===== src/rtl/csr_exec_unit.sv =====
// csr_exec_unit: executes Zicsr instructions (CSRRW/RS/RC and immediate
// forms) against a machine-mode CSR file. One instruction in flight: it
// reads the CSR, issues at most one write, then returns the old value and
// an illegal-instruction flag through a valid/ready response port.
module csr_exec_unit #(
  parameter int XLEN = 32
) (
  input  logic            ctrl_clk,
  input  logic            ctrl_reset,
  input  logic            req_valid,
  output logic            req_ready,
  input  logic [2:0]      req_funct3,
  input  logic [11:0]     req_csr,
  input  logic [4:0]      req_src,
  input  logic [XLEN-1:0] req_rs1_val,
  input  logic [1:0]      req_priv,
  output logic [11:0]     csr_addr,
  output logic [XLEN-1:0] csr_wdata,
  output logic            csr_wen,
  input  logic [XLEN-1:0] csr_rdata,
  output logic            resp_valid,
  input  logic            resp_ready,
  output logic [XLEN-1:0] resp_rdata,
  output logic            resp_illegal
);

  typedef enum logic [1:0] {
    S_IDLE,
    S_READ,
    S_WRITE,
    S_RESP
  } state_t;

  state_t state_q, state_d;

  // Latched instruction fields
  logic [2:0]      funct3_q;
  logic [11:0]     csr_q;
  logic [4:0]      src_q;
  logic [XLEN-1:0] rs1_q;
  logic [1:0]      priv_q;

  // Results computed in READ, presented in WRITE/RESP
  logic [XLEN-1:0] rdata_q;
  logic [XLEN-1:0] wdata_q;
  logic            illegal_q;
  logic            wen_q;

  // Decode of the latched instruction against the live read data
  logic [XLEN-1:0] op;
  logic [XLEN-1:0] new_val;
  logic            do_write;
  logic            illegal;

  // Operand select, read-modify-write value and legality checks.
  always_comb begin
    // NOTE: every signal gets a default before the case so no path leaves it unassigned (avoids a latch).
    op       = funct3_q[2] ? {{(XLEN-5){1'b0}}, src_q} : rs1_q;
    new_val  = op;
    do_write = 1'b0;
    case (funct3_q[1:0])
      2'b01: begin
        new_val  = op;
        do_write = 1'b1;
      end
      2'b10: begin
        new_val  = csr_rdata | op;
        do_write = (src_q != 5'd0);
      end
      2'b11: begin
        new_val  = csr_rdata & ~op;
        do_write = (src_q != 5'd0);
      end
      default: begin
        new_val  = op;
        do_write = 1'b0;
      end
    endcase
    // Reserved funct3, insufficient privilege, or a write to a read-only CSR.
    illegal = (funct3_q[1:0] == 2'b00)
           || (priv_q < csr_q[9:8])
           || (do_write && (csr_q[11:10] == 2'b11));
  end

  // State register.
  always_ff @(posedge ctrl_clk) begin
    // NOTE: sequential state uses non-blocking assignments so every register samples pre-edge values.
    if (ctrl_reset) state_q <= S_IDLE;
    else            state_q <= state_d;
  end

  // Capture the request in IDLE and the CSR read result in READ.
  always_ff @(posedge ctrl_clk) begin
    // NOTE: datapath registers are reset too; outputs are gated by state, but zeros keep X out of simulation.
    if (ctrl_reset) begin
      funct3_q  <= '0;
      csr_q     <= '0;
      src_q     <= '0;
      rs1_q     <= '0;
      priv_q    <= '0;
      rdata_q   <= '0;
      wdata_q   <= '0;
      illegal_q <= 1'b0;
      wen_q     <= 1'b0;
    end else begin
      if (state_q == S_IDLE && req_valid) begin
        funct3_q <= req_funct3;
        csr_q    <= req_csr;
        src_q    <= req_src;
        rs1_q    <= req_rs1_val;
        priv_q   <= req_priv;
      end
      if (state_q == S_READ) begin
        rdata_q   <= illegal ? '0 : csr_rdata;
        wdata_q   <= new_val;
        illegal_q <= illegal;
        wen_q     <= do_write && !illegal;
      end
    end
  end

  // Next-state logic and state-decoded outputs.
  always_comb begin
    state_d      = state_q;
    req_ready    = 1'b0;
    csr_addr     = '0;
    csr_wen      = 1'b0;
    csr_wdata    = '0;
    resp_valid   = 1'b0;
    resp_rdata   = '0;
    resp_illegal = 1'b0;
    case (state_q)
      S_IDLE: begin
        req_ready = 1'b1;
        if (req_valid) state_d = S_READ;
      end
      S_READ: begin
        csr_addr = csr_q;
        state_d  = S_WRITE;
      end
      S_WRITE: begin
        csr_addr  = csr_q;
        csr_wen   = wen_q;
        csr_wdata = wen_q ? wdata_q : '0;
        state_d   = S_RESP;
      end
      S_RESP: begin
        resp_valid   = 1'b1;
        resp_rdata   = rdata_q;
        resp_illegal = illegal_q;
        if (resp_ready) state_d = S_IDLE;
      end
      default: state_d = S_IDLE;
    endcase
  end

endmodule


===== config.mk =====
export PLATFORM = sky130hd
export DESIGN_NAME = csr_exec_unit
export DESIGN_NICKNAME = d
export VERILOG_FILES = /design/src/rtl/csr_exec_unit.sv
export SDC_FILE = /design/constraint.sdc
export NUM_CORES = 1
export LEC_CHECK = 0
export ABC_AREA = 0
export CORE_MARGIN = 10
export CORE_UTILIZATION = 50
export DETAILED_ROUTE_END_ITERATION = 8
export PLACE_DENSITY_LB_ADDON = 0.15
export SYNTH_ARGS = -nofsm -noshare
export SYNTH_HDL_FRONTEND = slang
export SYNTH_SLANG_ARGS = --single-unit

===== constraint.sdc =====
create_clock -name ctrl_clk -period 3.3 [get_ports ctrl_clk]
set_clock_uncertainty 0.15 [all_clocks]
set_input_delay 0.99 -clock ctrl_clk [delete_from_list [all_inputs] [get_ports ctrl_clk]]
set_output_delay 0.99 -clock ctrl_clk [all_outputs]
set_load 0.02 [all_outputs]

==> flow_metrics.tcl, run 1 <==
set metrics [dict create \
    fin_util_pct 72.4 \
    grt_pass1_wl_um 27600 \
    overflow 0 \
    synth_top_area_share_pct 41.8 \
    grt_pass1_vias 5317 \
    drc_errors 0 \
    synth_cell_types 36 \
    rsz0062_at_grt "false" \
    cp_slowest_stage_delay_ns 0.63 \
    r2r-start "csr_q[9]" \
    ir_drop_mv 0.481 \
    dp.cells 979 \
    ys_ff_latch 122 \
    clock-root-buffer "clkbuf_16" \
    reg2reg_to "rdata_q[26]" \
    fin_area_mm2 0.00826 \
    io_buffers 169 \
    netlist_area_mm2 0.00585 \
    grt_use_met3_pct 6.66 \
    cpMaxStageDelayCell "clkdlybuf4s50_1" \
    die_width_um 128 \
    synth.most_common_cell "nand2_1" \
    tritoncts.num_buffers 17 \
    r2r_setup_slack_ns 1.02 \
    yosysSeqAreaShare_pct 41.8 \
    htreeDepth 4 \
    slew_violations 0 \
    grt.busiest_layer "met2" \
    fin_crit_ns 3.20 \
    place_hpwl_um 12500 \
    cts.sinks 122 \
    crit_fanout 34 \
    setup_tns_ns 0 \
    ios 170 \
    gp_congestion 0.827 \
    die_h_um 128 \
    clockPowerShare_pct 31.2 \
    synth_edf_count 0 \
    cts.clk_slew.worst_paths_ns 0.06 \
    outcome "finished, final reports clean" \
    vias_per_cell 5.30 \
    area_delta_synth_final_pct 41.3 \
    wl_per_cell_um 17.3 \
    critical_path_class "flop to output pin" \
    power_mw 5.78 \
    crit_chain "ha_1 > buf_6 > and2_1 > clkdlybuf4s50_1" \
    grtUsageMet1_pct 27.0 \
    grtUsageTotal_pct 20.5 \
    via_count 5362 \
    worstSkewPairLatency_ns 0.41 \
    p_int_mw 3.73 \
    setup_violations 0 \
    hold_depth 2 \
    cts_buffer_depth 2 \
    crit_buf_inv 2 \
    critPathArrivalTime_ns 2.06 \
    cp.required_ns 2.16 \
    use_met2_pct 31.8 \
    hold-worst-slack_ns 0.296 \
    fin_cells 1011 \
    end_kind "output pin" \
    share_seq_of_total_power_pct 35.6 \
    whs_endpoint "rdata_q[31]" \
    cap_violations 0 \
    p_leak_nw 3.53 \
    routed_wl_um 17500 \
    dp_slack_ns 0.419 \
    drt_iter0_drc 468 \
    worst_slack_ns 0.102 \
    fillers 874 \
    grt_max_degree 48 \
    die_area_mm2 0.0164 \
    tritoncts "done" \
    yosys_warnings 0 \
    antenna_found_initial 0 \
    max_freq_ghz 0.313 \
    antenna_cells 0 \
    postRouteAntennaNets 0 \
    period_share_pct 96.9 \
    reg2regPathDepth 5 \
    tightest_slew_ns 1.16 \
    p_switching_mw 2.05 \
    drive_gt1_share_pct 13.7 \
    hold_path.class "flop to flop" \
    async_flop_share_pct 0 \
    avgSynthCellArea_um2 8.16 \
    powerDensity_mw_per_mm2 700 \
    worst_setup_path_start_kind "flop" \
    power_switching_share_pct 35.4 \
    syn_inst 717 \
    relSlewSlack_pct 22.9 \
    yosysTopAreaCell "dfxtp_1" \
    initial_core_util_pct 51.2 \
    cp_top_family "buffers and inverters" \
    synth_area_leaders "dfxtp_1 (42%), nand2_1 (13%), o31ai_2 (5.8%)" \
    first_pass_iters 5 \
    netlist_top_cells_count "nand2_1 (204), dfxtp_1 (122), a21oi_1 (56), clkbuf_1 (52), and2_1 (48)" \
    hold_start "rdata_q[31]" \
    nNetsFinal 951 \
    place_area_mm2 0.00759 \
    ys.flop_type "dfxtp_1" \
    combinationalPowerShare_pct 33.2 \
    core_mm2 0.0114 \
    rows 39 \
    synth_fp_nets 813 \
    hold_viol 0 \
]
final cells by class:
| cell class | count | area (um^2) | area share [%] |
|---|---|---|---|
| Clock buffer | 17 | 425 | 5.15 |
| Timing Repair Buffer | 181 | 1890 | 22.9 |
| Sequential cell | 122 | 2440 | 29.6 |
| Clock inverter | 15 | 154 | 1.86 |
| Multi-Input combinational cell | 529 | 3150 | 38.2 |
| Inverter | 4 | 15.0 | 0.182 |
| Tap cell | 143 | 179 | 2.17 |
power by group through the flow:
stage	combinational, mW	sequential (mW)	clock (mW)
after floorplan	1.34	1.97	0
after global placement	1.80	2.06	0
after detailed placement	1.87	2.08	0
after CTS	1.88	2.05	1.81
after global routing	2.13	2.09	1.88
final	1.92	2.06	1.80
registers in the layout (all words and copies together), names as in the netlist:
signal	flops
priv_q	2
funct3_q	3
state_q	2
wdata_q	32
rs1_q	32
src_q	5
csr_q	12
wen_q	1
illegal_q	1
rdata_q	32
kinds of logic (layout without fill, tap and decap cells):
logic type               after synthesis  after routing  synth area share (%)
AO/OA/AOI/OAI                        126            126                  17.0
adder cells (fa/ha/maj)                6              6                  1.28
buffers and inverters                 66            217                  5.05
flip-flops                           122            122                  41.8
multiplexers                          31             31                  5.86
AND/OR/NAND/NOR                      366            366                  29.0
placed cells by master, fill, tap and decap left out, drive strengths merged, types with 2 or more instances in the layout:
cell type,n
a211oi,26
a21oi,56
a311oi,5
and2,48
and3,32
buf,13
bufinv,2
clkbuf,17
clkdlybuf4s50,139
clkinv,9
clkinvlp,4
dfxtp,122
dlymetal6s2s,29
ha,6
inv,4
mux2,26
mux2i,5
nand2,204
nand2b,28
nand3,5
nor2,35
nor2b,3
o31ai,32
or2,5
or3b,2
worst reg2reg max path: stages (launching register included):
cell and delay, ns:
dfxtp_1 0.35, inv_1 0.06, ha_1 0.33, o221ai_4 0.71
buf_4 0.43, o31ai_2 0.10
timing repair:
| action | in CTS | in global routing |
|---|---|---|
| buffers inserted | 0 | 0 |
| hold buffers | 0 | 0 |
| gates resized for setup | 0 | 33 |
| endpoints found under the setup margin | 20 | 70 |
worst max path at each step:
stage                          start             end  slack (ns)  depth (start not counted)
after detailed placement  state_q[0]    csr_wdata[6]        0.42                          5
after CTS                 state_q[1]     csr_addr[7]       -0.02                          4
after floorplan           state_q[1]  resp_rdata[10]        0.98                          3
after global routing      state_q[1]   resp_rdata[3]        0.02                          4
after global placement    state_q[0]   csr_wdata[11]        0.50                          5
final                     state_q[1]  resp_rdata[22]        0.10                          4
routing by layer:
layer	up-vias	part of all wire [%]
li1	2669	-
met1	2481	46
met2	199	45
met3	13	8.5
met4	0	0.86
met5	-	0
(Power assumes the default switching activity.)
==> inputs of run 2 (changes only) <==
Settings changed: CTS_BUF_LIST set to sky130_fd_sc_hd__clkbuf_8.
==> flow_metrics.tcl, run 2 (synthesized netlist as in run 1, its figures left out) <==
set metrics [dict create \
    setup_tns_ns 0 \
    r2r-start "csr_q[9]" \
    grt_pass1_wl_um 27100 \
    nNetsFinal 951 \
    drt_iter0_drc 446 \
    gp_congestion 0.827 \
    via_count 5370 \
    crit_chain "ha_1 > buf_8 > and2_1 > clkdlybuf4s50_1" \
    cts.sinks 122 \
    period_share_pct 96.8 \
    cts_buffer_depth 2 \
    grtUsageTotal_pct 20.1 \
    worstSkewPairLatency_ns 0.43 \
    hold_depth 2 \
    hold-worst-slack_ns 0.299 \
    r2r_setup_slack_ns 1.01 \
    power_switching_share_pct 37.4 \
    share_seq_of_total_power_pct 39.0 \
    hold_start "rdata_q[31]" \
    routed_wl_um 17100 \
    die_area_mm2 0.0164 \
    final_common_cell "nand2_1" \
    reg2reg_to "rdata_q[14]" \
    wl_per_cell_um 16.9 \
    grt_pass1_vias 5240 \
    antenna_cells 0 \
    first_pass_iters 5 \
    cp_top_family "buffers and inverters" \
    cp.required_ns 2.16 \
    die_width_um 128 \
    rows 39 \
    drc_errors 0 \
    reg2regPathDepth 5 \
    clock-root-buffer "clkbuf_8" \
    end_kind "output pin" \
    dp.cells 979 \
    power_mw 5.25 \
    ios 170 \
    fin_crit_ns 3.19 \
    crit_buf_inv 2 \
    tritoncts "done" \
    cts_hold_buf 0 \
    fillers 901 \
    io_buffers 169 \
    ir_drop_mv 0.444 \
    htreeDepth 4 \
    die_h_um 128 \
    crit_fanout 34 \
    worst_setup_path_start_kind "flop" \
    grt_max_degree 48 \
    drive_gt1_share_pct 13.7 \
    slew_violations 0 \
    powerDensity_mw_per_mm2 650 \
    relSlewSlack_pct 23.0 \
    setup_violations 0 \
    fin_util_pct 70.8 \
    place_area_mm2 0.00759 \
    whs_endpoint "rdata_q[31]" \
    reg_top3 "rdata_q: 32 flops, rs1_q: 32 flops, wdata_q: 32 flops" \
    critPathArrivalTime_ns 2.05 \
    tritoncts.num_buffers 17 \
    core_mm2 0.0114 \
    antenna_found_initial 0 \
    vias_per_cell 5.31 \
    postRouteAntennaNets 0 \
    cts.clk_slew.worst_paths_ns 0.07 \
    p_leak_nw 3.48 \
    cpMaxStageDelayCell "clkdlybuf4s50_1" \
    outcome "finished, final reports clean" \
    max_freq_ghz 0.313 \
    p_switching_mw 1.96 \
    fin_area_mm2 0.00808 \
    combinationalPowerShare_pct 36.3 \
    cp_slowest_stage_delay_ns 0.61 \
    final_cell_mix "nand2_1 (203), clkdlybuf4s50_1 (137), dfxtp_1 (122)" \
    area_delta_synth_final_pct 38.2 \
    tightest_slew_ns 1.15 \
    dp_slack_ns 0.419 \
    place_hpwl_um 12500 \
    hold_viol 0 \
    fin_cells 1011 \
    initial_core_util_pct 51.2 \
    worst_slack_ns 0.106 \
    clockPowerShare_pct 24.6 \
    critical_path_class "flop to output pin" \
    p_int_mw 3.29 \
    overflow 0 \
    cap_violations 0 \
    hold_path.class "flop to flop" \
]
[run 2: cell count changes in the layout (fill, tap and decap cells not counted)]
cell and change:
clkbuf_8 +17, clkbuf_16 -17, buf_6 -1, clkdlybuf4s50_1 -2
dlymetal6s2s_1 +2, buf_8 +1
[run 2: worst max-delay path by stage]
stage               slack [ns]  depth (start not counted)       start        endpoint
finish                    0.11                          4  state_q[1]    resp_illegal
global route            -0.004                          4  state_q[1]    csr_addr[11]
CTS                      -0.06                          4  state_q[1]     csr_addr[7]
detailed placement        0.42                          5  state_q[0]    csr_wdata[6]
global placement          0.50                          5  state_q[0]   csr_wdata[11]
floorplan                 0.98                          3  state_q[1]  resp_rdata[10]
[run 2: what timing repair did]
item,in CTS,in global routing
setup buffers,0,0
endpoints found under the hold margin,0,0
gates resized for setup,0,36
endpoints found under the setup margin,41,75
[run 2: final cells by class]
type | count | area (um^2) | area share, %
clock inverters | 15 | 154 | 1.90
well taps | 143 | 179 | 2.21
multi-input cells | 529 | 3150 | 39.0
inverters | 4 | 15.0 | 0.186
flip-flops and latches | 122 | 2440 | 30.2
repair buffers | 181 | 1900 | 23.5
clock buffers | 17 | 234 | 2.90
[run 2: worst register-to-register path: stages (launching register included)]
cell	delay, ns
dfxtp_1	0.36
inv_1	0.06
ha_1	0.33
o221ai_4	0.71
buf_4	0.43
o31ai_2	0.11
[run 2: per-layer routing]
layer / wire length [um] / part of all wire (%) / global-route usage, %
met4: 152 / 0.89 / 5.23
met3: 1490 / 8.7 / 6.41
met2: 7720 / 45 / 31.0
met5: 0 / 0 / 0
met1: 7770 / 45 / 26.6
[run 2: power by group through the flow]
stage,sequential [mW],combinational [mW],clock [mW]
global route,2.09,2.12,1.37
finish,2.05,1.91,1.29
detailed placement,2.08,1.87,0
floorplan,1.97,1.34,0
global placement,2.06,1.80,0
CTS,2.05,1.87,1.31
==> inputs of run 3 (changes only) <==
Settings changed: CTS_CLUSTER_DIAMETER set to 80.
==> results of run 3 <==
The final DEF is identical to that of run 2; final timing and power are the same.
